### config.mk
export PLATFORM = sky130hd
export DESIGN_NAME = reg_bus_sequencer
export DESIGN_NICKNAME = d
export VERILOG_FILES = /design/src/rtl/reg_bus_sequencer_pkg.sv /design/src/rtl/register_nbit.sv /design/src/rtl/reg_bus_sequencer.sv
export SDC_FILE = /design/constraint.sdc
export NUM_CORES = 1
export LEC_CHECK = 0
export CAP_MARGIN = 0
export CORE_MARGIN = 4
export CORE_UTILIZATION = 40
export CTS_CLUSTER_DIAMETER = 150
export CTS_CLUSTER_SIZE = 40
export DETAILED_ROUTE_END_ITERATION = 12
export PLACE_DENSITY_LB_ADDON = 0.2
export SLEW_MARGIN = 20
export SYNTH_ARGS = -nofsm -noshare
export SYNTH_HDL_FRONTEND = slang
export SYNTH_HIERARCHICAL = 1
export SYNTH_SLANG_ARGS = --single-unit
### constraint.sdc
create_clock -name clk -period 2.6 [get_ports clk]
set_clock_uncertainty 0.15 [all_clocks]
set_input_delay 0.26 -clock clk [delete_from_list [all_inputs] [get_ports clk]]
set_output_delay 0.26 -clock clk [all_outputs]
set_load 0.005 [all_outputs]
### src/rtl/reg_bus_sequencer_pkg.sv
// Shared opcode and FSM state encodings for the register-bus sequencer.
package reg_bus_sequencer_pkg;

    localparam int unsigned OP_W    = 2;
    localparam int unsigned STATE_W = 2;

    localparam logic [OP_W-1:0] OP_MOV = 2'd0;
    localparam logic [OP_W-1:0] OP_LDI = 2'd1;
    localparam logic [OP_W-1:0] OP_OUT = 2'd2;
    localparam logic [OP_W-1:0] OP_NOP = 2'd3;

    localparam logic [STATE_W-1:0] ST_IDLE  = 2'd0;
    localparam logic [STATE_W-1:0] ST_DRIVE = 2'd1;
    localparam logic [STATE_W-1:0] ST_LATCH = 2'd2;
    localparam logic [STATE_W-1:0] ST_DONE  = 2'd3;

    function automatic logic op_uses_src(input logic [OP_W-1:0] op);
        return (op == OP_MOV) || (op == OP_OUT);
    endfunction

    function automatic logic op_uses_dst(input logic [OP_W-1:0] op);
        return (op == OP_MOV) || (op == OP_LDI);
    endfunction

endpackage

### src/rtl/register_nbit.sv
// N-bit load-enabled register with asynchronous active-high clear.
module register_nbit #(
    parameter int unsigned N = 8
) (
    input  logic         clk,
    input  logic         reset,
    input  logic         load,
    input  logic [N-1:0] d,
    output logic [N-1:0] q
);

    always_ff @(posedge clk or posedge reset) begin
        if (reset) begin
            q <= '0;
        end else if (load) begin
            q <= d;
        end
    end

endmodule

### src/rtl/reg_bus_sequencer.sv
// Sequences MOV/LDI/OUT/NOP commands over a single shared bus feeding a
// register bank and a held output register.
module reg_bus_sequencer
    import reg_bus_sequencer_pkg::*;
#(
    parameter int unsigned WIDTH    = 8,
    parameter int unsigned NUM_REGS = 4,
    parameter int unsigned IDX_W    = $clog2(NUM_REGS)
) (
    input  logic             clk,
    input  logic             reset,
    input  logic             cmd_valid,
    output logic             cmd_ready,
    input  logic [OP_W-1:0]  cmd_op,
    input  logic [IDX_W-1:0] cmd_src,
    input  logic [IDX_W-1:0] cmd_dst,
    input  logic [WIDTH-1:0] cmd_imm,
    output logic [WIDTH-1:0] bus,
    output logic [WIDTH-1:0] out_val,
    output logic             busy,
    output logic             done,
    output logic             err
);

    logic [STATE_W-1:0] state_q;
    logic [STATE_W-1:0] state_next;
    logic               err_q;
    logic               err_next;

    logic [OP_W-1:0]    op_q;
    logic [IDX_W-1:0]   src_q;
    logic [IDX_W-1:0]   dst_q;
    logic [WIDTH-1:0]   imm_q;

    logic               accept_c;
    logic               bad_c;
    logic [WIDTH-1:0]   src_val;
    logic [NUM_REGS-1:0] reg_load;
    logic               out_load;
    logic [WIDTH-1:0]   reg_q [NUM_REGS];

    assign accept_c = cmd_valid && cmd_ready;

    // Only index fields the opcode actually uses can cause a rejection.
    assign bad_c = (op_uses_src(cmd_op) && (32'(cmd_src) >= NUM_REGS)) ||
                   (op_uses_dst(cmd_op) && (32'(cmd_dst) >= NUM_REGS));

    always_ff @(posedge clk or posedge reset) begin
        if (reset) begin
            state_q <= ST_IDLE;
            err_q   <= 1'b0;
        end else begin
            state_q <= state_next;
            err_q   <= err_next;
        end
    end

    always_comb begin
        state_next = state_q;
        err_next   = 1'b0;
        case (state_q)
            ST_IDLE: begin
                if (accept_c) begin
                    if (bad_c) begin
                        err_next = 1'b1;
                    end else if (cmd_op == OP_NOP) begin
                        state_next = ST_DONE;
                    end else begin
                        state_next = ST_DRIVE;
                    end
                end
            end
            ST_DRIVE: state_next = ST_LATCH;
            ST_LATCH: state_next = ST_DONE;
            ST_DONE:  state_next = ST_IDLE;
            default:  state_next = ST_IDLE;
        endcase
    end

    always_ff @(posedge clk or posedge reset) begin
        if (reset) begin
            op_q  <= '0;
            src_q <= '0;
            dst_q <= '0;
            imm_q <= '0;
        end else if (accept_c) begin
            op_q  <= cmd_op;
            src_q <= cmd_src;
            dst_q <= cmd_dst;
            imm_q <= cmd_imm;
        end
    end

    // Single bus source: immediate for LDI, otherwise the selected register.
    always_comb begin
        src_val = '0;
        for (int unsigned i = 0; i < NUM_REGS; i++) begin
            if (src_q == IDX_W'(i)) begin
                src_val = reg_q[i];
            end
        end
        if ((state_q == ST_DRIVE) || (state_q == ST_LATCH)) begin
            bus = (op_q == OP_LDI) ? imm_q : src_val;
        end else begin
            bus = '0;
        end
    end

    always_comb begin
        reg_load = '0;
        for (int unsigned i = 0; i < NUM_REGS; i++) begin
            reg_load[i] = (state_q == ST_LATCH) && op_uses_dst(op_q) &&
                          (dst_q == IDX_W'(i));
        end
        out_load = (state_q == ST_LATCH) && (op_q == OP_OUT);
    end

    for (genvar g = 0; g < NUM_REGS; g++) begin : g_reg
        register_nbit #(.N(WIDTH)) u_reg (
            .clk   (clk),
            .reset (reset),
            .load  (reg_load[g]),
            .d     (bus),
            .q     (reg_q[g])
        );
    end

    register_nbit #(.N(WIDTH)) u_out (
        .clk   (clk),
        .reset (reset),
        .load  (out_load),
        .d     (bus),
        .q     (out_val)
    );

    assign cmd_ready = (state_q == ST_IDLE);
    assign busy      = (state_q != ST_IDLE);
    assign done      = (state_q == ST_DONE);
    assign err       = err_q;

endmodule

Word-level counts from Yosys, hierarchy flattened
Index checks and enable logic that the tools add are counted.
{"block": "classes", "n_bitwise": 0, "n_mul": 0, "order_cmp": 0, "add_sub_neg": 0, "reduce_logical": 14, "mux": 9, "n_eq_ne": 13, "shifts": 0, "n_div": 0}
{"operator": "$mux W8", "n": 6}
{"operator": "$eq A2 B2 Y1 const B", "n": 8}
{"operator": "$eq A2 B1 Y1 const B", "n": 4}
{"operator": "$logic_not A2 Y1", "n": 4}
{"operator": "$pmux W2 S4", "n": 1}
{"operator": "$logic_and A1 B1 Y1", "n": 7}
{"operator": "$mux W2", "n": 2}
{"operator": "$logic_or A1 B1 Y1", "n": 2}
{"operator": "$ne A2 B1 Y1 const B", "n": 1}
{"operator": "$reduce_bool A2 Y1", "n": 1}
{"block": "word_totals", "latchBits": 0, "mem_count": 0, "ramBits": 0, "rom_bits": 0, "reg_bits": 56, "wordCells": 46, "inputBits": 17}

Depth between registers and ports, before layout
{"block": "logic_depth", "word_depth": 7, "depth_mapped": 7, "depth_no_buf": 6}

Modules after synthesis
Netlist, hierarchy kept.
{"mod": "register_nbit", "seq_area_each_um2": 200.2, "n_inst": 5, "area_each_um2": 335.3, "cells_each": 18}
{"mod": "reg_bus_sequencer", "seq_area_each_um2": 400.4, "n_inst": 1, "area_each_um2": 1098.6, "cells_each": 103}

Worst setup path after synthesis
No wires, ideal clock.
{"block": "synth_timing", "path_kind": "reg-to-reg", "from": "reg state_q[0]", "to": "reg g_reg[0].u_reg.q[0]", "setup_slack_ns": 0.633, "stages_incl_launch_ff": 8, "t_required_ns": 2.325, "arrival_time_ns": 1.692, "cell_sequence": "dfrtp_1 > inv_1 > ha_1 > nand2b_1 > buf_1 > nor3_1 > a211o_1 > mux2_4"}
{"block": "synth_between", "elab_chain_cells": 3}
{"element": "start, declared", "line": "reg_bus_sequencer.sv:25", "source": "logic [STATE_W-1:0] state_q;"}
{"element": "start signal, assigned", "line": "reg_bus_sequencer.sv:53", "source": "state_q <= state_next;"}
{"element": "$eq A2 B1 Y1 / $eq A2 B2 Y1 (equally long branches)", "line": "reg_bus_sequencer.sv:102", "source": "if ((state_q == ST_DRIVE) || (state_q == ST_LATCH)) begin"}
{"element": "$logic_or A1 B1 Y1 *", "line": "reg_bus_sequencer.sv:102"}
{"element": "$mux W8 *", "line": "reg_bus_sequencer.sv:102"}
{"element": "via bus[0]", "line": "reg_bus_sequencer.sv:18", "source": "output logic [WIDTH-1:0] bus,"}
{"element": "end signal, assigned", "line": "register_nbit.sv:14", "source": "q <= '0;"}
{"element": "end signal, assigned", "line": "register_nbit.sv:16", "source": "q <= d;"}
{"element": "end, declared", "line": "register_nbit.sv:9", "source": "output logic [N-1:0] q"}
Mark *: on every way through the listed nets, which the timed path passes. The rest lies on a longest branch.
A chain may end at the register's enable or synchronous reset.

Worst setup path in the final report
{"block": "layout_timing", "from": "reg state_q[1]", "to": "out bus[3]"}
{"block": "layout_between", "elab_chain_cells": 3}
{"element": "$eq A2 B1 Y1 / $eq A2 B2 Y1 (equally long branches)", "line": "reg_bus_sequencer.sv:102"}
{"element": "$logic_or A1 B1 Y1 *", "line": "reg_bus_sequencer.sv:102"}
{"element": "$mux W8 *", "line": "reg_bus_sequencer.sv:102"}
{"element": "end, declared", "line": "reg_bus_sequencer.sv:18"}
Every way passes the cells marked *; elsewhere a longest branch is shown, timed or not.

==> metrics.log <==
INFO  metric outcome = completed
INFO  metric global_route_wire_length_before_repair = roughly 10000 um
INFO  metric synthFlopType = sky130_fd_sc_hd__dfrtp_1
INFO  metric worst_ep_arrival_time = 2.14 ns
INFO  metric timing.max_slew.rel_slack = about 55%
INFO  metric die_w = 91.3 um
INFO  metric num_clock_sinks = 56
INFO  metric min_path_type = primary input to async pin
INFO  metric netlist_area = 0.00278 mm^2
INFO  metric total_leakage_power = roughly 0.0016 uW
INFO  metric power.internal = 2450 uW
INFO  metric startpoint_type = flip-flop
INFO  metric drtPass1Iterations = 4
INFO  metric antenna_found_initial = 0
INFO  metric postSynthCellCount = roughly 190
INFO  metric period_needed = between 2 and 3 ns
INFO  metric design.core.area = 0.00676 mm^2
INFO  metric synth_enable_flop_cells = 0
INFO  metric post-route-period-util = a little over nine tenths
INFO  metric cap_viol_max_count = 0
INFO  metric floorplan.initialDensity = 41.1%
INFO  metric drive_above_1_share = a little over a third
INFO  metric hpwl = 4190 um
INFO  metric route.vias.total = 1639
INFO  metric synthTopCellsByArea = sky130_fd_sc_hd__dfrtp_1 (50%), sky130_fd_sc_hd__mux2_4 (22%), sky130_fd_sc_hd__mux2_2 (6.1%)
INFO  metric finalMaxSlewViolations = 0
INFO  metric criticalPathCategory = flip-flop to primary output
INFO  metric share_of_the_synthesized_area_in_the_top_cell_type = 50.5%
INFO  metric fp.dieArea = between 0.008 and 0.009 mm^2
INFO  metric clk_pin_slew = 0.11 ns
INFO  metric global_route_overflow = 0
INFO  metric worst_pin_slew = 0.668 ns
INFO  metric critPathRequiredTime = between 2 and 2.5 ns
INFO  metric crit_path_cell_chain = inv_1 > ha_4 > nand2_2 > nor3_1 > a211o_1 > clkdlybuf4s50_1
INFO  metric upper_clock_frequency_limit = 393 MHz
INFO  metric combinationalPowerShare = a little under half
INFO  metric detail_route.drc_violations = 0
INFO  metric mappedNetlistNets = between 200 and 250
INFO  metric wl_per_cell = 19.0 um
INFO  metric crit-reg2reg-launch = state_q[0]$_DFFE_PP0P_
INFO  metric route.detailed.vias_per_inst = between 5 and 6
INFO  metric detail_route.iter0.violations = 75
INFO  metric port_buffers = 35
INFO  metric drt_wl_total = between 6000 and 7000 um
INFO  metric setup_viol = 0
INFO  metric core.rowCount = 30
INFO  metric sequentialPowerShare = a little under two fifths
INFO  metric grt_setup_unrepaired = yes
INFO  metric regToRegEndpoint = g_reg[3].u_reg/q[6]$_DFFE_PP0P_
INFO  metric pin_count_of_the_biggest_net_entering_global_routing = 18
INFO  metric die-height = 91.3 um
INFO  metric setup.reg_to_reg.worst_slack = 0.57 ns
INFO  metric flow.area_growth_from_synthesis = 21.5%
INFO  metric power.share.clock = 15.5%
INFO  metric global_route.usage.total = roughly 15%
INFO  metric synth.yosys.warnings = 6
INFO  metric netlist.top_cell.by_area = sky130_fd_sc_hd__dfrtp_1
INFO  metric final_hold_viol_count = 0
INFO  metric postSynth.asyncResetShare = 100%
INFO  metric clock_network_latency_to_the_later_pin_of_the_worst_skew_pair = 0.32 ns
INFO  metric cpPeakStageDelay = 0.52 ns
INFO  metric sequential_share_of_the_synthesized_area = 50.5%
INFO  metric critPathSlowestCell = sky130_fd_sc_hd__clkdlybuf4s50_1
INFO  metric ys_ff_latch = 56
INFO  metric layout.cells.most_common_list = sky130_fd_sc_hd__dfrtp_1 (56), sky130_fd_sc_hd__mux2_4 (40), sky130_fd_sc_hd__clkdlybuf4s50_1 (35), sky130_fd_sc_hd__mux2i_1 (16), sky130_fd_sc_hd__mux2_2 (15)
INFO  metric antenna-diode-count = 0
INFO  metric switching_share = roughly a third
INFO  metric cts_root_buf = sky130_fd_sc_hd__clkbuf_8
INFO  metric rr_worst_depth = 4
INFO  metric synthDistinctLibCells = 24
INFO  metric grt_pass1_vias = around 1700
INFO  metric clock_tree.htree_level_count = 2
INFO  metric timing.setup.tns = 0 ns
INFO  metric filler_cell_count = 614
INFO  metric holdBufCountCts = 0
INFO  metric syn-mean-instance-area = 14.4 um^2
INFO  metric num_io_pins = 37
INFO  metric gpl.final_weighted_congestion = roughly 0.75
INFO  metric max-vdd-ir-drop = 0.802 mV
INFO  metric tritoncts_clock_tree = done
INFO  metric ant_nets = 0
INFO  metric leading_cell_type_in_the_layout_fill_and_taps_excluded = sky130_fd_sc_hd__dfrtp_1
INFO  metric total_switching_power = 1230 uW
INFO  metric finish.net_count = 256
INFO  metric cts_max_path_buffers = 2
INFO  metric maximum_fanout_count_along_the_critical_path = 8
INFO  metric crit_end_element = primary output
INFO  metric post-layout-total-power = 3690 uW
INFO  metric cts_made_buffers = 5
INFO  metric power-per-cell-area = 1090 mW/mm^2
[power groups by stage]
stage / sequential, uW / combinational [uW] / clock (uW)
final: 1410 / 1710 / 573
after global routing: 1440 / 1840 / 621
after CTS: 1410 / 1680 / 591
after detailed placement: 1420 / 1590 / 0
after global placement: 1410 / 1580 / 0
after floorplan: 1330 / 1140 / 0
[routing by layer]
metal  track usage [%]  wire length, um
met4              4.15               30
met3              2.82              204
met2              22.9             2800
met1              22.9             2990
met5                 0                0
[worst max-delay path: cells and delay by family (launching register included)]
family / cells / cell delay [ns]
AO/OA/AOI/OAI: 1 / 0.18
adder cells (fa/ha/maj): 1 / 0.29
buffers and inverters: 2 / 0.61
flip-flops: 1 / 0.39
AND/OR/NAND/NOR: 2 / 0.35
[area by class of cell]
type	count	area, um^2	area share, %
clock buffer	5	68.8	2.04
tap	80	100	2.97
multi-input combinational	115	1260	37.3
inverter	9	33.8	1.00
clock inverter	3	42.5	1.26
timing repair buffer	49	468	13.9
sequential	56	1400	41.6
[state kept, by name, summed over array words and instances, names as in the netlist]
signal / count
dst_q: 2
imm_q: 8
state_q: 2
g.u_reg/q: 32
src_q: 2
op_q: 2
u_out/q: 8
[cell usage after synthesis, types with 2 or more instances]
master / count
sky130_fd_sc_hd__buf_2: 3
sky130_fd_sc_hd__nand2_1: 3
sky130_fd_sc_hd__ha_1: 3
sky130_fd_sc_hd__nor2_1: 3
sky130_fd_sc_hd__mux2_2: 15
sky130_fd_sc_hd__buf_6: 8
sky130_fd_sc_hd__mux2i_1: 16
sky130_fd_sc_hd__nor3_1: 16
sky130_fd_sc_hd__mux2_4: 40
sky130_fd_sc_hd__dfrtp_1: 56
sky130_fd_sc_hd__a211o_1: 8
sky130_fd_sc_hd__inv_1: 9
sky130_fd_sc_hd__and4bb_2: 2
[stage by stage]
step | std cells | utilization (%) | instance area, um^2 | setup slack (ns) | hold slack [ns]
2_1_floorplan | 193 | - | 2780 | 0.633 | -0.0743
3_3_place_gp | 304 | 47.3 | 3200 | 0.252 | 0.340
3_5_place_dp | 304 | 47.3 | 3200 | 0.201 | 0.343
4_1_cts | 315 | 49.5 | 3350 | 0.0532 | 0.187
5_1_grt | 317 | 49.9 | 3370 | -0.0342 | 0.208
6_report | 317 | 49.9 | 3370 | 0.0537 | 0.171
[cells by family (layout without fill, tap and decap cells)]
logic type / Yosys count / after routing / share of synthesized area, %
compound gates: 10 / 10 / 2.89
fa+ha+maj: 3 / 3 / 1.35
buf+inv: 22 / 66 / 5.41
flops: 56 / 56 / 50.5
mux: 71 / 71 / 33.5
other cells: 1 / 1 / 0.135
simple gates: 30 / 30 / 6.22
[how the worst max path moves through the flow]
stage	startpoint	endpoint	cells past startpoint
after floorplan	state_q[0]$_DFFE_PP0P_	g_reg[0].u_reg/q[0]$_DFFE_PP0P_	7
after global placement	state_q[0]$_DFFE_PP0P_	bus[5]	6
after detailed placement	state_q[1]$_DFFE_PP0P_	bus[4]	6
after CTS	state_q[1]$_DFFE_PP0P_	bus[0]	6
after global routing	state_q[1]$_DFFE_PP0P_	bus[3]	6
final	state_q[1]$_DFFE_PP0P_	bus[3]	6
[repair_timing]
item | CTS | global route
pin swaps | 3 | 1
setup buffers | 3 | 2
resized for setup | 3 | 2
setup endpoints to repair | 8 | 8
(Power assumes the default switching activity.)
